===== config.mk =====
export PLATFORM = sky130hd
export DESIGN_NAME = goertzel_tone_gen
export DESIGN_NICKNAME = d
export VERILOG_FILES = /design/src/rtl/goertzel_tone_gen.sv
export SDC_FILE = /design/constraint.sdc
export NUM_CORES = 1
export LEC_CHECK = 0
export CAP_MARGIN = 20
export CORE_ASPECT_RATIO = 0.5
export CORE_MARGIN = 5
export CORE_UTILIZATION = 32
export DETAILED_ROUTE_END_ITERATION = 16
export GPL_TIMING_DRIVEN = 0
export SETUP_SLACK_MARGIN = 0.15
export SKIP_LAST_GASP = 1
export SLEW_MARGIN = 20
export SYNTH_ARGS = -nofsm -noshare
export SYNTH_HDL_FRONTEND = slang
export SYNTH_SLANG_ARGS = --single-unit

===== constraint.sdc =====
create_clock -name i_clk -period 2.9 [get_ports i_clk]
set_input_delay 0.29 -clock i_clk [delete_from_list [all_inputs] [get_ports i_clk]]
set_output_delay 0.29 -clock i_clk [all_outputs]
set_load 0.01 [all_outputs]

===== src/rtl/goertzel_tone_gen.sv =====
// Goertzel-style resonator producing a period-6 tone frame of N samples at amplitude A.
// One sample per accepted transfer; o_valid held with o_sample/o_last stable until i_ready.
module goertzel_tone_gen #(
    parameter int OW = 12,
    parameter int N  = 126
) (
    input  logic          i_clk,
    input  logic          i_rst,
    input  logic          i_start,
    input  logic [OW-2:0] i_amp,
    input  logic          i_cont,
    input  logic          i_ready,
    output logic [OW-1:0] o_sample,
    output logic          o_valid,
    output logic          o_last,
    output logic          o_busy,
    output logic          o_done
);

    localparam int NW = (N > 1) ? $clog2(N) : 1;
    localparam logic [NW-1:0] LAST_IDX = NW'(N - 1);

    typedef enum logic [1:0] {
        IDLE = 2'd0,
        RUN  = 2'd1,
        DONE = 2'd2
    } state_t;

    state_t        state_q, state_d;
    logic [OW-1:0] samp_d;
    logic [OW-1:0] y_prev_q, y_prev_d;
    logic [NW-1:0] n_q, n_d;
    logic [OW-1:0] amp_ext;

    assign amp_ext = {1'b0, i_amp};

    always_comb begin
        state_d  = state_q;
        samp_d   = o_sample;
        y_prev_d = y_prev_q;
        n_d      = n_q;
        case (state_q)
            IDLE: begin
                samp_d   = '0;
                y_prev_d = '0;
                n_d      = '0;
                if (i_start) begin
                    state_d = RUN;
                    samp_d  = amp_ext;
                end
            end
            RUN: begin
                if (i_ready) begin
                    if (n_q == LAST_IDX) begin
                        y_prev_d = '0;
                        n_d      = '0;
                        if (i_cont) begin
                            samp_d = amp_ext;
                        end else begin
                            state_d = DONE;
                            samp_d  = '0;
                        end
                    end else begin
                        // Magnitudes never exceed A, so an OW-bit difference equals the truncated OW+1-bit one.
                        samp_d   = o_sample - y_prev_q;
                        y_prev_d = o_sample;
                        n_d      = n_q + NW'(1);
                    end
                end
            end
            DONE: begin
                state_d  = IDLE;
                samp_d   = '0;
                y_prev_d = '0;
                n_d      = '0;
            end
            default: begin
                state_d  = IDLE;
                samp_d   = '0;
                y_prev_d = '0;
                n_d      = '0;
            end
        endcase
    end

    always_ff @(posedge i_clk) begin
        if (i_rst) begin
            state_q  <= IDLE;
            o_sample <= '0;
            y_prev_q <= '0;
            n_q      <= '0;
        end else begin
            state_q  <= state_d;
            o_sample <= samp_d;
            y_prev_q <= y_prev_d;
            n_q      <= n_d;
        end
    end

    assign o_valid = (state_q == RUN);
    assign o_busy  = (state_q == RUN);
    assign o_last  = (state_q == RUN) && (n_q == LAST_IDX);
    assign o_done  = (state_q == DONE);

endmodule


Yosys cells after proc, flatten, opt, wreduce, memory -nomap -nowiden
Cells that the tools add are included.
Word-level totals
  bits in registers: 33
  latch bits: 0
  memory bits (writable): 0
  memory bits (read-only): 0
  input port bits: 16
  output and inout bits: 16
  memories kept: 0
Cells by class
  add/sub/neg operators: 2
  multiply operators: 0
  div/mod/pow operators: 0
  order comparisons: 0
  eq/ne operators: 7
  shift-type cells: 0
  mux-type cells: 12
  bitwise gates (word level): 1
  reduce and logical (&&, ||, !) cells: 4
Operators with widths (number)
  $mux W12: 3
  $pmux W12 S2: 1
  $mux W11: 2
  $sub A12 B12 Y12: 1
  $mux W2: 4
  $add A7 B1 Y7 const B: 1
  $eq A7 B7 Y1 const B: 1
  $mux W7: 1
  $ne A2 B2 Y1 const B: 3
  $pmux W2 S2: 1
  $reduce_and A4 Y1: 1
  $eq A2 B1 Y1 const B: 1
  $eq A2 B2 Y1 const B: 1
  $logic_not A2 Y1: 1
  $ne A2 B1 Y1 const B: 1
  $reduce_or A2 Y1: 1
  $logic_and A1 B1 Y1: 1
  $not A1 Y1: 1

Logic depth before layout (Yosys ltp)
Gate-level depths: netlist of the first run.
  depth after elaboration: 4
  depth in mapped cells: 10
  depth with buffers taken out: 10

Least setup slack after synthesis of the first run
No wires, ideal clock.
  kind: register to register
  start: reg o_sample[0]
  end: reg o_sample[8]
  library setup time: 0.103 ns
  arrival: 1.968 ns
  required time: 2.797 ns
  setup slack: 0.829 ns
  stages on the path, launching flop included: 11
  period minus slack after synthesis: 2.071 ns
  cells stage by stage: dfxtp_1 > inv_1 > ha_1 > inv_1 > fa_1 > a21oi_1 > o211ai_2 > o31a_1 > nor2_1 > xor2_1 > a2111oi_2
Between the ends
  cells in the longest elaborated chain, start to end: 4
Ends and longest elaborated chain
  from (decl): line 13  | output logic [OW-1:0] o_sample,
  from (signal assigned): line 94  | o_sample <= samp_d;
  $sub A12 B12 Y12: line 65  | samp_d = o_sample - y_prev_q;
  $mux W12: line 54  | if (n_q == LAST_IDX) begin
  $mux W12: line 53  | if (i_ready) begin
  $pmux W12 S2: line 42  | case (state_q)
No other way between the ends. The select of a mux whose other input is x is not followed.
A chain may end at the register's enable or synchronous reset.

Final worst setup path of the first run
Ends and elaborated chain as after synthesis.

==> results of run 1 <==
-- how the worst max path moves through the flow --
stage,startpoint,end,slack (ps)
after floorplan,o_sample[0]$_SDFFE_PP0N_,o_sample[8]$_SDFFE_PP0N_,830
after global placement,o_sample[0]$_SDFFE_PP0N_,o_sample[8]$_SDFFE_PP0N_,640
after detailed placement,o_sample[0]$_SDFFE_PP0N_,o_sample[8]$_SDFFE_PP0N_,630
after CTS,o_sample[0]$_SDFFE_PP0N_,o_sample[8]$_SDFFE_PP0N_,600
after global routing,o_sample[0]$_SDFFE_PP0N_,o_sample[8]$_SDFFE_PP0N_,450
final,o_sample[0]$_SDFFE_PP0N_,o_sample[8]$_SDFFE_PP0N_,610
-- cell families (layout without fill, tap and decap cells) --
| kind of cell | after synthesis | in the layout | synth area share (%) |
|---|---|---|---|
| flip-flops | 33 | 33 | 31.2 |
| XOR/XNOR | 14 | 14 | 5.80 |
| AO/OA/AOI/OAI | 54 | 54 | 19.6 |
| adder cells (fa/ha/maj) | 14 | 14 | 8.63 |
| multiplexers | 12 | 12 | 5.68 |
| buffers and inverters | 25 | 64 | 5.79 |
| AND/OR/NAND/NOR | 97 | 97 | 23.3 |
-- flip-flops by register name, indices dropped and copies added, names as in the netlist --
| name | flops |
|---|---|
| n_q | 7 |
| o_sample | 12 |
| state_q | 2 |
| y_prev_q | 12 |
-- tightest hold or removal path: stages (launching register included) --
cell	delay, ps
sky130_fd_sc_hd__dfxtp_1	320
sky130_fd_sc_hd__mux2i_1	60
sky130_fd_sc_hd__nor2_1	80
-- cell type report --
type | instances | area [µm²] | share of cell area, %
Buffer | 9 | 60.1 | 2.25
Clock buffer | 6 | 129 | 4.82
Clock inverter | 2 | 10.0 | 0.374
Inverter | 16 | 62.6 | 2.34
Multi-Input combinational cell | 191 | 1330 | 49.8
Sequential cell | 33 | 661 | 24.7
Tap cell | 88 | 110 | 4.12
Timing Repair Buffer | 31 | 310 | 11.6
-- cell usage after synthesis, drive strengths merged (2+ instances only) --
cell type	number	area [µm²]
nor3b	2	20.0
a21oi	17	100
xnor2	8	70.1
ha	13	163
nand3	5	30.0
nor4	4	25.0
a2111oi	2	25.0
inv	16	62.6
mux2i	12	120
nor3	8	50.1
nand2	18	70.1
xor2	6	52.6
dfxtp	33	661
a31oi	2	27.5
a21o	2	15.0
a211oi	2	15.0
o211ai	3	32.5
a221oi	6	58.8
o21ai	11	58.8
nor2b	3	18.8
nand2b	4	32.5
buf	8	56.3
nor2	45	186
nand4	2	12.5
-- routing by layer --
layer	global-route usage (%)	share of wire [%]
met1	17.3	50
met2	22.2	45
met4	4.59	1.2
met5	0	0
met3	2.61	4.0
-- per-stage QoR --
stage | setup slack, ps | std cells | hold slack (ps) | power, mW | area [µm²]
6_report | 608 | 376 | 495 | 1.47 | 2680
5_1_grt | 447 | 376 | 523 | 1.55 | 2680
4_1_cts | 595 | 376 | 500 | 1.48 | 2680
3_5_place_dp | 634 | 368 | 487 | 0.978 | 2540
3_3_place_gp | 636 | 368 | 474 | 0.971 | 2540
2_1_floorplan | 829 | 249 | 369 | 0.836 | 2120
-- power by group through the flow --
stage / logic (mW) / clock network [mW] / registers [mW]
floorplan: 0.319 / 0 / 0.517
global placement: 0.458 / 0 / 0.513
finish: 0.466 / 0.504 / 0.504
detailed placement: 0.464 / 0 / 0.514
global route: 0.508 / 0.532 / 0.508
CTS: 0.467 / 0.513 / 0.504
-- cells in the final DEF, fill, tap and decap left out, drive strengths merged, types with 8 or more instances in the layout --
master          n
nor2           45
dfxtp          33
clkdlybuf4s50  31
nand2          18
a21oi          17
inv            16
ha             13
mux2i          12
o21ai          11
xnor2           8
nor3            8
buf             8
==> out/results.md, run 1 <==
| Quantity | Reported | Unit |
|:---|:---|:---|
| Net switching power figure | 0.461 | mW |
| Core box area | 0.00623 | mm² |
| Vias after detailed routing | 1862 | - |
| Count of pins on the block boundary | 32 | - |
| Setup violations, final | 0 | - |
| Gate Count Post-Synth | 249 | - |
| Sink of the worst hold path | y_prev_q[7]$_SDFFE_PP0P_ | - |
| Max stage delay on crit path | 410 | ps |
| Number of buffers added by the clock tree synthesis step | 5 | - |
| Worst reg2reg path startpoint | o_sample[0]$_SDFFE_PP0N_ | - |
| HPWL after DPL | 4.16 | mm |
| Upper clock frequency limit | 0.436 | GHz |
| CTS tree | built | - |
| DRC violation total after the first TritonRoute iteration | 81 | - |
| Worst hold-check path type | reg2reg | - |
| Number of hold buffers added after CTS | 0 | - |
| Area Overhead vs Synth | 26.4 | % |
| Largest net degree at the start of global routing | 11 | - |
| Switching share of power | 31.3 | % |
| Number of antenna cells inserted | 0 | - |
| Setup slack, reg-to-reg | 610 | ps |
| Post-layout minimum cycle time | 2290 | ps |
| Share of power burned in combinational logic | 31.6 | % |
| Part of the Yosys area used for sequential elements | 31.2 | % |
| Most frequently used flop master after synthesis | sky130_fd_sc_hd__dfxtp_1 | - |
| Detailed-route vias per instance | 4.95 | - |
| Unrepaired setup endpoints after global routing | false | - |
| Critical Path Fanout Max | 3 | - |
| Area of the die | 0.00844 | mm² |
| Final Hold Violating Endpoints | 0 | - |
| Largest voltage drop on the vdd net | 0.263 | mV |
| Number of detailed-routing iterations run before antenna repair | 4 | - |
| Number of distinct library cells after synthesis | 59 | - |
| Clock share of power | 34.2 | % |
| Post-Route Skew | 4.18 | ps |
| Kind of cell with the highest combined delay on the critical path | compound AO/OA/AOI/OAI gates | - |
| Share of total power in sequential cells | 34.2 | % |
| Post-Synthesis Net Count | 279 | - |
| Number of nets at the end of the flow | 317 | - |
| Worst-path cell with the longest stage delay | sky130_fd_sc_hd__fa_1 | - |
| Number of cells on the worst reg-to-reg path | 10 | - |
| Reg-to-Reg End | o_sample[8]$_SDFFE_PP0N_ | - |
| Static Leak | 1.01 | nW |
| Cell-by-cell listing of the critical path | inv_1 -> ha_1 -> inv_1 -> fa_1 -> a21oi_1 -> o211ai_2 -> o31a_1 -> nor2_1 -> xor2_1 -> a2111oi_2 | - |
| Maximum Capacitance Violations | 0 | - |
| Max_slew headroom | 52.0 | % |
| WL per Instance | 14.5 | µm |
| Post CTS Setup Buffer Count | 0 | - |
| Netlist Area Pre-Place | 0.00212 | mm² |
| Total number of placement rows | 20 | - |
| Period utilisation layout | 79.0 | % |
| Count of input and output buffers | 31 | - |
| Setup TNS | 0 | ps |
| Min-Delay Path Depth | 2 | - |
| Initial core utilization | 34.0 | % |
| Post-synth ARST share | 0 | % |
| WS Path Type | reg2reg | - |
| Die height | 67.5 | µm |
| Global-route wire length before repair | 8.93 | mm |
| Post-synthesis register bit count | 33 | - |
| Critical Path Sink Type | register | - |
| Total of fill cells in the finished design | 598 | - |
| Syn avg cell area | 8.50 | µm² |
| Arrival time worst endpoint | 2470 | ps |
| Worst path depth | 10 | - |
| Wire length after detailed routing | 5.46 | mm |
| Total of warnings raised by yosys | 0 | - |
| Hold path startpoint | y_prev_q[7]$_SDFFE_PP0P_ | - |
| WP data required | 3080 | ps |
| Fraction of layout instances using a drive strength above 1 | 13.2 | % |
| Status | finished clean | - |
| Count of H-tree levels built during CTS | 2 | - |
| Final ANT Viol Nets | 0 | - |
| Sort of element at the start of the critical path | register | - |
| Cell-internal power | 1.01 | mW |
| Clock buffer depth | 2 | - |
| Clock latency of the later-clocked register in the worst-skew pair | 280 | ps |
| Number of buffer and inverter stages on the critical path | 2 | - |
| Clock-pin slew on the worst setup and hold paths | 50 | ps |
| Post-Route Utilization | 42.9 | % |
| GRT overflow | 0 | - |
| Number of flops mapped to enable cells by yosys | 0 | - |
| Post-detailed-route DRC marker count | 0 | - |
| Number of sinks driven by the clock tree | 33 | - |
| Initial antenna violation count | 0 | - |
| Power density over the cells | 551 | mW/mm² |
| Final weighted congestion of routability-driven global placement | 0.838 | - |
| Gates resized, CTS repair | 0 | - |
| Actual slew at the worst max-slew pin | 720 | ps |
| Overall track demand over capacity in global routing | 13.2 | % |
| Max-slew violation count | 0 | - |
| CTS Root Cell | sky130_fd_sc_hd__clkbuf_16 | - |
| Most used cell, CP | sky130_fd_sc_hd__inv_1 | - |
| Die boundary width | 125 | µm |
| Vias in the first global route | 1822 | - |
Note: power is estimated with default switching activity, not from simulation.
==> inputs of run 2 (changes only) <==
clock period = 2.3 ns   (was 2.9 ns; I/O delays follow)
==> out/results.md, run 2 (synthesis results as in run 1) <==
| Quantity | Reported | Unit |
|:---|:---|:---|
| Status | finished clean | - |
| Share of total power in sequential cells | 33.9 | % |
| Switching share of power | 31.4 | % |
| Worst path depth | 10 | - |
| Largest net degree at the start of global routing | 11 | - |
| Unrepaired setup endpoints after global routing | true | - |
| Vias after detailed routing | 1877 | - |
| Final ANT Viol Nets | 0 | - |
| Post-layout minimum cycle time | 2140 | ps |
| Sink of the worst hold path | y_prev_q[7]$_SDFFE_PP0P_ | - |
| Worst reg2reg path startpoint | o_sample[0]$_SDFFE_PP0N_ | - |
| HPWL after DPL | 4.16 | mm |
| Actual slew at the worst max-slew pin | 718 | ps |
| Max_slew headroom | 52.1 | % |
| Area of the die | 0.00844 | mm² |
| Die boundary width | 125 | µm |
| Worst hold-check path type | reg2reg | - |
| Hold path startpoint | y_prev_q[7]$_SDFFE_PP0P_ | - |
| Critical Path Sink Type | register | - |
| Number of cells on the worst reg-to-reg path | 10 | - |
| Largest voltage drop on the vdd net | 0.331 | mV |
| Final weighted congestion of routability-driven global placement | 0.838 | - |
| WS Path Type | reg2reg | - |
| Setup TNS | 0 | ps |
| Share of power burned in combinational logic | 32.3 | % |
| Number of nets at the end of the flow | 318 | - |
| Number of sinks driven by the clock tree | 33 | - |
| Wire length after detailed routing | 5.53 | mm |
| Sort of element at the start of the critical path | register | - |
| Total of fill cells in the finished design | 597 | - |
| Post-placement cell count | 368 | - |
| Upper clock frequency limit | 0.466 | GHz |
| Initial core utilization | 34.0 | % |
| Clock share of power | 33.7 | % |
| Setup violations, final | 0 | - |
| Most frequent standard cell in the layout excluding fill and tap cells | sky130_fd_sc_hd__nor2_1 | - |
| Final Hold Violating Endpoints | 0 | - |
| Kind of cell with the highest combined delay on the critical path | compound AO/OA/AOI/OAI gates | - |
| Vias in the first global route | 1840 | - |
| Core box area | 0.00623 | mm² |
| Maximum Capacitance Violations | 0 | - |
| Most used cell, CP | sky130_fd_sc_hd__inv_1 | - |
| Cell-by-cell listing of the critical path | inv_1 -> ha_1 -> inv_1 -> fa_2 -> a21oi_4 -> o211ai_2 -> o31a_1 -> nor2_1 -> xor2_1 -> a2111oi_2 | - |
| Arrival time worst endpoint | 2320 | ps |
| Overall track demand over capacity in global routing | 13.3 | % |
| Number of buffers added by the clock tree synthesis step | 5 | - |
| Min-Delay Path Depth | 2 | - |
| Worst-path cell with the longest stage delay | sky130_fd_sc_hd__fa_2 | - |
| Global-route wire length before repair | 8.98 | mm |
| Static Leak | 1.02 | nW |
| Cell-internal power | 1.29 | mW |
| GRT overflow | 0 | - |
| Net switching power figure | 0.590 | mW |
| Clock-pin slew on the worst setup and hold paths | 50 | ps |
| Max stage delay on crit path | 370 | ps |
| WL per Instance | 14.7 | µm |
| Post-Route Skew | 5.57 | ps |
| Count of input and output buffers | 31 | - |
| Detailed-route vias per instance | 4.98 | - |
| Number of non-filler instances in the completed layout | 377 | - |
| Count of pins on the block boundary | 32 | - |
| Power density over the cells | 691 | mW/mm² |
| DRC violation total after the first TritonRoute iteration | 102 | - |
| Die height | 67.5 | µm |
| CTS tree | built | - |
| WP data required | 2470 | ps |
| Fraction of layout instances using a drive strength above 1 | 15.6 | % |
| Clock buffer depth | 2 | - |
| Post-detailed-route DRC marker count | 0 | - |
| Number of buffer and inverter stages on the critical path | 2 | - |
| Total number of placement rows | 20 | - |
| Critical Path Fanout Max | 3 | - |
| Period utilisation layout | 93.2 | % |
| Max-slew violation count | 0 | - |
| Setup slack, reg-to-reg | 160 | ps |
| Number of antenna cells inserted | 0 | - |
| Clock latency of the later-clocked register in the worst-skew pair | 270 | ps |
| Top flop regs | o_sample: 12 flops, y_prev_q: 12 flops, n_q: 7 flops | - |
| Post-route design area | 0.00272 | mm² |
| Instance area after placement | 0.00254 | mm² |
| Area Overhead vs Synth | 28.4 | % |
| Number of detailed-routing iterations run before antenna repair | 4 | - |
| Reg-to-Reg End | o_sample[8]$_SDFFE_PP0N_ | - |
| CTS Root Cell | sky130_fd_sc_hd__clkbuf_16 | - |
| Initial antenna violation count | 0 | - |
| Top library cells by usage in the layout, fill and taps aside | 39 x sky130_fd_sc_hd__nor2_1, 31 x sky130_fd_sc_hd__clkdlybuf4s50_1, 31 x sky130_fd_sc_hd__dfxtp_1 | - |
| Count of H-tree levels built during CTS | 2 | - |
==> run 2: worst max path at each step <==
stage,from,endpoint,slack (ps)
2_1_floorplan,o_sample[0]$_SDFFE_PP0N_,o_sample[8]$_SDFFE_PP0N_,230
3_3_place_gp,o_sample[0]$_SDFFE_PP0N_,o_sample[8]$_SDFFE_PP0N_,40
3_5_place_dp,o_sample[0]$_SDFFE_PP0N_,o_sample[8]$_SDFFE_PP0N_,30
4_1_cts,o_sample[0]$_SDFFE_PP0N_,o_sample[8]$_SDFFE_PP0N_,110
5_1_grt,o_sample[0]$_SDFFE_PP0N_,o_sample[8]$_SDFFE_PP0N_,7
6_report,o_sample[0]$_SDFFE_PP0N_,o_sample[8]$_SDFFE_PP0N_,160
==> run 2: power by group through the flow <==
stage	Clock [mW]	Sequential (mW)	Combinational, mW
2_1_floorplan	0	0.652	0.403
3_3_place_gp	0	0.647	0.578
3_5_place_dp	0	0.648	0.585
4_1_cts	0.647	0.636	0.599
5_1_grt	0.671	0.641	0.660
6_report	0.633	0.637	0.607
==> run 2: through the flow <==
stage / hold slack (ps) / setup WS (ps) / total power [mW] / util [%]
final: 495 / 155 / 1.88 / 43.6
after global routing: 523 / 6.87 / 1.97 / 43.6
after CTS: 500 / 112 / 1.88 / 43.3
after detailed placement: 487 / 33.8 / 1.23 / 40.7
after global placement: 474 / 36.2 / 1.22 / 40.7
after floorplan: 309 / 229 / 1.05 / -
==> run 2: metal layers <==
metal | share of wire, % | GRT usage [%] | vias up
met5 | 0 | 0 | -
met3 | 2.6 | 2.61 | 4
li1 | - | - | 957
met2 | 46 | 22.5 | 28
met4 | 1.1 | 4.59 | 0
met1 | 50 | 17.2 | 888
==> run 2: worst register-to-register path: stages, from the launching register on <==
cell                        delay [ps]
sky130_fd_sc_hd__dfxtp_2           330
sky130_fd_sc_hd__inv_1              70
sky130_fd_sc_hd__ha_1              160
sky130_fd_sc_hd__inv_1              50
sky130_fd_sc_hd__fa_2              370
sky130_fd_sc_hd__a21oi_4           160
sky130_fd_sc_hd__o211ai_2          140
sky130_fd_sc_hd__o31a_1            260
sky130_fd_sc_hd__nor2_1            120
sky130_fd_sc_hd__xor2_1            100
sky130_fd_sc_hd__a2111oi_2         280
==> run 2: cell type report <==
cell class | count | area [µm²] | share of cell area [%]
buffer | 9 | 60.1 | 2.21
clock buffer | 6 | 129 | 4.74
clock inverter | 2 | 10.0 | 0.368
inverter | 16 | 62.6 | 2.30
multi-input combinational | 191 | 1360 | 50.2
sequential | 33 | 663 | 24.4
tap | 88 | 110 | 4.05
timing repair buffer | 32 | 318 | 11.7
==> run 2: timing repair <==
action | in CTS | in global routing
pin swaps | 1 | 3
setup endpoints to repair | 4 | 8
setup buffers | 0 | 1
hold buffers | 0 | 0
cloned | 0 | 0
gates resized for setup | 4 | 4
==> inputs of run 3 (changes only) <==
CORE_MARGIN = unset   (was 5)
==> out/results.md, run 3 (synthesis results as in run 1) <==
| Quantity | Reported | Unit |
|:---|:---|:---|
| Die boundary width | 117 | µm |
| Status | finished clean | - |
| Core box area | 0.00623 | mm² |
| Multi-input gate area | 0.00140 | mm² |
| HPWL after DPL | 3.99 | mm |
| Period utilisation layout | 98.3 | % |
| Number of non-filler instances in the completed layout | 378 | - |
| Max stage delay on crit path | 390 | ps |
| Worst-path cell with the longest stage delay | sky130_fd_sc_hd__fa_2 | - |
| Count of H-tree levels built during CTS | 2 | - |
| Final weighted congestion of routability-driven global placement | 0.862 | - |
| Count of input and output buffers | 31 | - |
| Area of the die | 0.00696 | mm² |
| Arrival time worst endpoint | 2430 | ps |
| Critical Path Sink Type | register | - |
| Clock-pin slew on the worst setup and hold paths | 50 | ps |
| Clock buffer depth | 2 | - |
| WS Path Type | reg2reg | - |
| GRT overflow | 0 | - |
| Total of fill cells in the finished design | 598 | - |
| Count of pins on the block boundary | 32 | - |
| Die height | 59.5 | µm |
| CTS tree | built | - |
| WL per Instance | 14.5 | µm |
| DRC violation total after the first TritonRoute iteration | 74 | - |
| Number of detailed-routing iterations run before antenna repair | 4 | - |
| Post-layout minimum cycle time | 2260 | ps |
| Max-slew violation count | 0 | - |
| Top flop regs | o_sample: 12 flops, y_prev_q: 12 flops, n_q: 7 flops | - |
| CTS Root Cell | sky130_fd_sc_hd__clkbuf_16 | - |
| Actual slew at the worst max-slew pin | 706 | ps |
| Instance area after placement | 0.00254 | mm² |
| Largest voltage drop on the vdd net | 0.304 | mV |
| Fraction of layout instances using a drive strength above 1 | 18.3 | % |
| Total number of placement rows | 20 | - |
| Post-Route Skew | 3.86 | ps |
| Global-route wire length before repair | 8.75 | mm |
| Vias after detailed routing | 1924 | - |
| Final Hold Violating Endpoints | 0 | - |
| Number of buffers added by the clock tree synthesis step | 5 | - |
| Detailed-route vias per instance | 5.09 | - |
| Final ANT Viol Nets | 0 | - |
| Upper clock frequency limit | 0.442 | GHz |
| Clock latency of the later-clocked register in the worst-skew pair | 280 | ps |
| Most frequent standard cell in the layout excluding fill and tap cells | sky130_fd_sc_hd__nor2_1 | - |
| Cell-by-cell listing of the critical path | inv_2 -> ha_4 -> inv_2 -> fa_2 -> a21oi_4 -> o211ai_2 -> o31a_1 -> nor2_2 -> xor2_2 -> a2111oi_2 | - |
| Sequential cell area | 664 | µm² |
| Setup TNS | 0 | ps |
| Top library cells by usage in the layout, fill and taps aside | 38 x sky130_fd_sc_hd__nor2_1, 30 x sky130_fd_sc_hd__clkdlybuf4s50_1, 30 x sky130_fd_sc_hd__dfxtp_1 | - |
| Number of sinks driven by the clock tree | 33 | - |
| Maximum Capacitance Violations | 0 | - |
| Static Leak | 1.05 | nW |
| Wire length after detailed routing | 5.47 | mm |
| Most used cell, CP | sky130_fd_sc_hd__inv_2 | - |
| Power density over the cells | 694 | mW/mm² |
| Number of nets at the end of the flow | 319 | - |
| Max_slew headroom | 53.0 | % |
| Hold Worst Slack | 492 | ps |
| Post-placement cell count | 368 | - |
| Area Overhead vs Synth | 30.5 | % |
| Overall track demand over capacity in global routing | 16.9 | % |
| Initial core utilization | 34.0 | % |
| Vias in the first global route | 1789 | - |
| Unrepaired setup endpoints after global routing | true | - |
| Sort of element at the start of the critical path | register | - |
| Post-route design area | 0.00276 | mm² |
| Critical Path Fanout Max | 2 | - |
| WP data required | 2470 | ps |
| Number of antenna cells inserted | 0 | - |
| Initial antenna violation count | 0 | - |
| Worst hold-check path type | reg2reg | - |
| Largest net degree at the start of global routing | 11 | - |
| Post-detailed-route DRC marker count | 0 | - |
| Post-Route Utilization | 44.3 | % |
| Setup violations, final | 0 | - |
==> run 3: final cells by class <==
type / instances / share of cell area (%)
clock inverters: 2 / 0.362
repair buffers: 33 / 11.9
inverters: 16 / 2.27
multi-input cells: 191 / 50.6
plain buffers: 9 / 2.17
clock buffers: 6 / 4.67
flip-flops and latches: 33 / 24.1
well taps: 88 / 3.99
==> run 3: final timing paths <==
check	start	endpoint	slack, ps	cells after the start
worst max-delay path	o_sample[0]$_SDFFE_PP0N_	o_sample[8]$_SDFFE_PP0N_	40	10
worst min-delay path	y_prev_q[9]$_SDFFE_PP0P_	y_prev_q[9]$_SDFFE_PP0P_	490	2
worst min register to register	y_prev_q[9]$_SDFFE_PP0P_	y_prev_q[9]$_SDFFE_PP0P_	490	2
worst max register to register	o_sample[0]$_SDFFE_PP0N_	o_sample[8]$_SDFFE_PP0N_	40	10
==> run 3: timing repair <==
item,in CTS,in global routing
hold endpoints to repair,0,0
setup buffers,0,2
endpoints found under the setup margin,4,15
pin swaps,1,7
resized for setup,4,14
hold buffers,0,0
==> run 3: worst max-delay path: cells and delay by family, from the launching register on <==
family	cells	cell delay [ps]
simple gates	1	150
fa+ha+maj	2	520
compound gates	4	960
buf+inv	2	100
flops	1	320
xor+xnor	1	90
==> run 3: power by group <==
group          switching [mW]  internal [mW]
logic                   0.334          0.305
clock network           0.245          0.397
registers              0.0343          0.602
total                   0.613           1.30
==> run 3: per-stage QoR <==
stage | power [mW] | setup WS (ps)
floorplan | 1.05 | 229
global placement | 1.22 | 40.0
detailed placement | 1.23 | 32.4
CTS | 1.89 | 87.0
global route | 2.02 | -84.9
finish | 1.92 | 38.4
==> run 3: layer usage <==
layer  vias up  track usage (%)  share of wire (%)
li1        964                -                  -
met3         9             4.40                4.9
met5         -                0                  0
met1       901             22.3                 50
met4         0             4.70                1.5
met2        50             27.5                 44
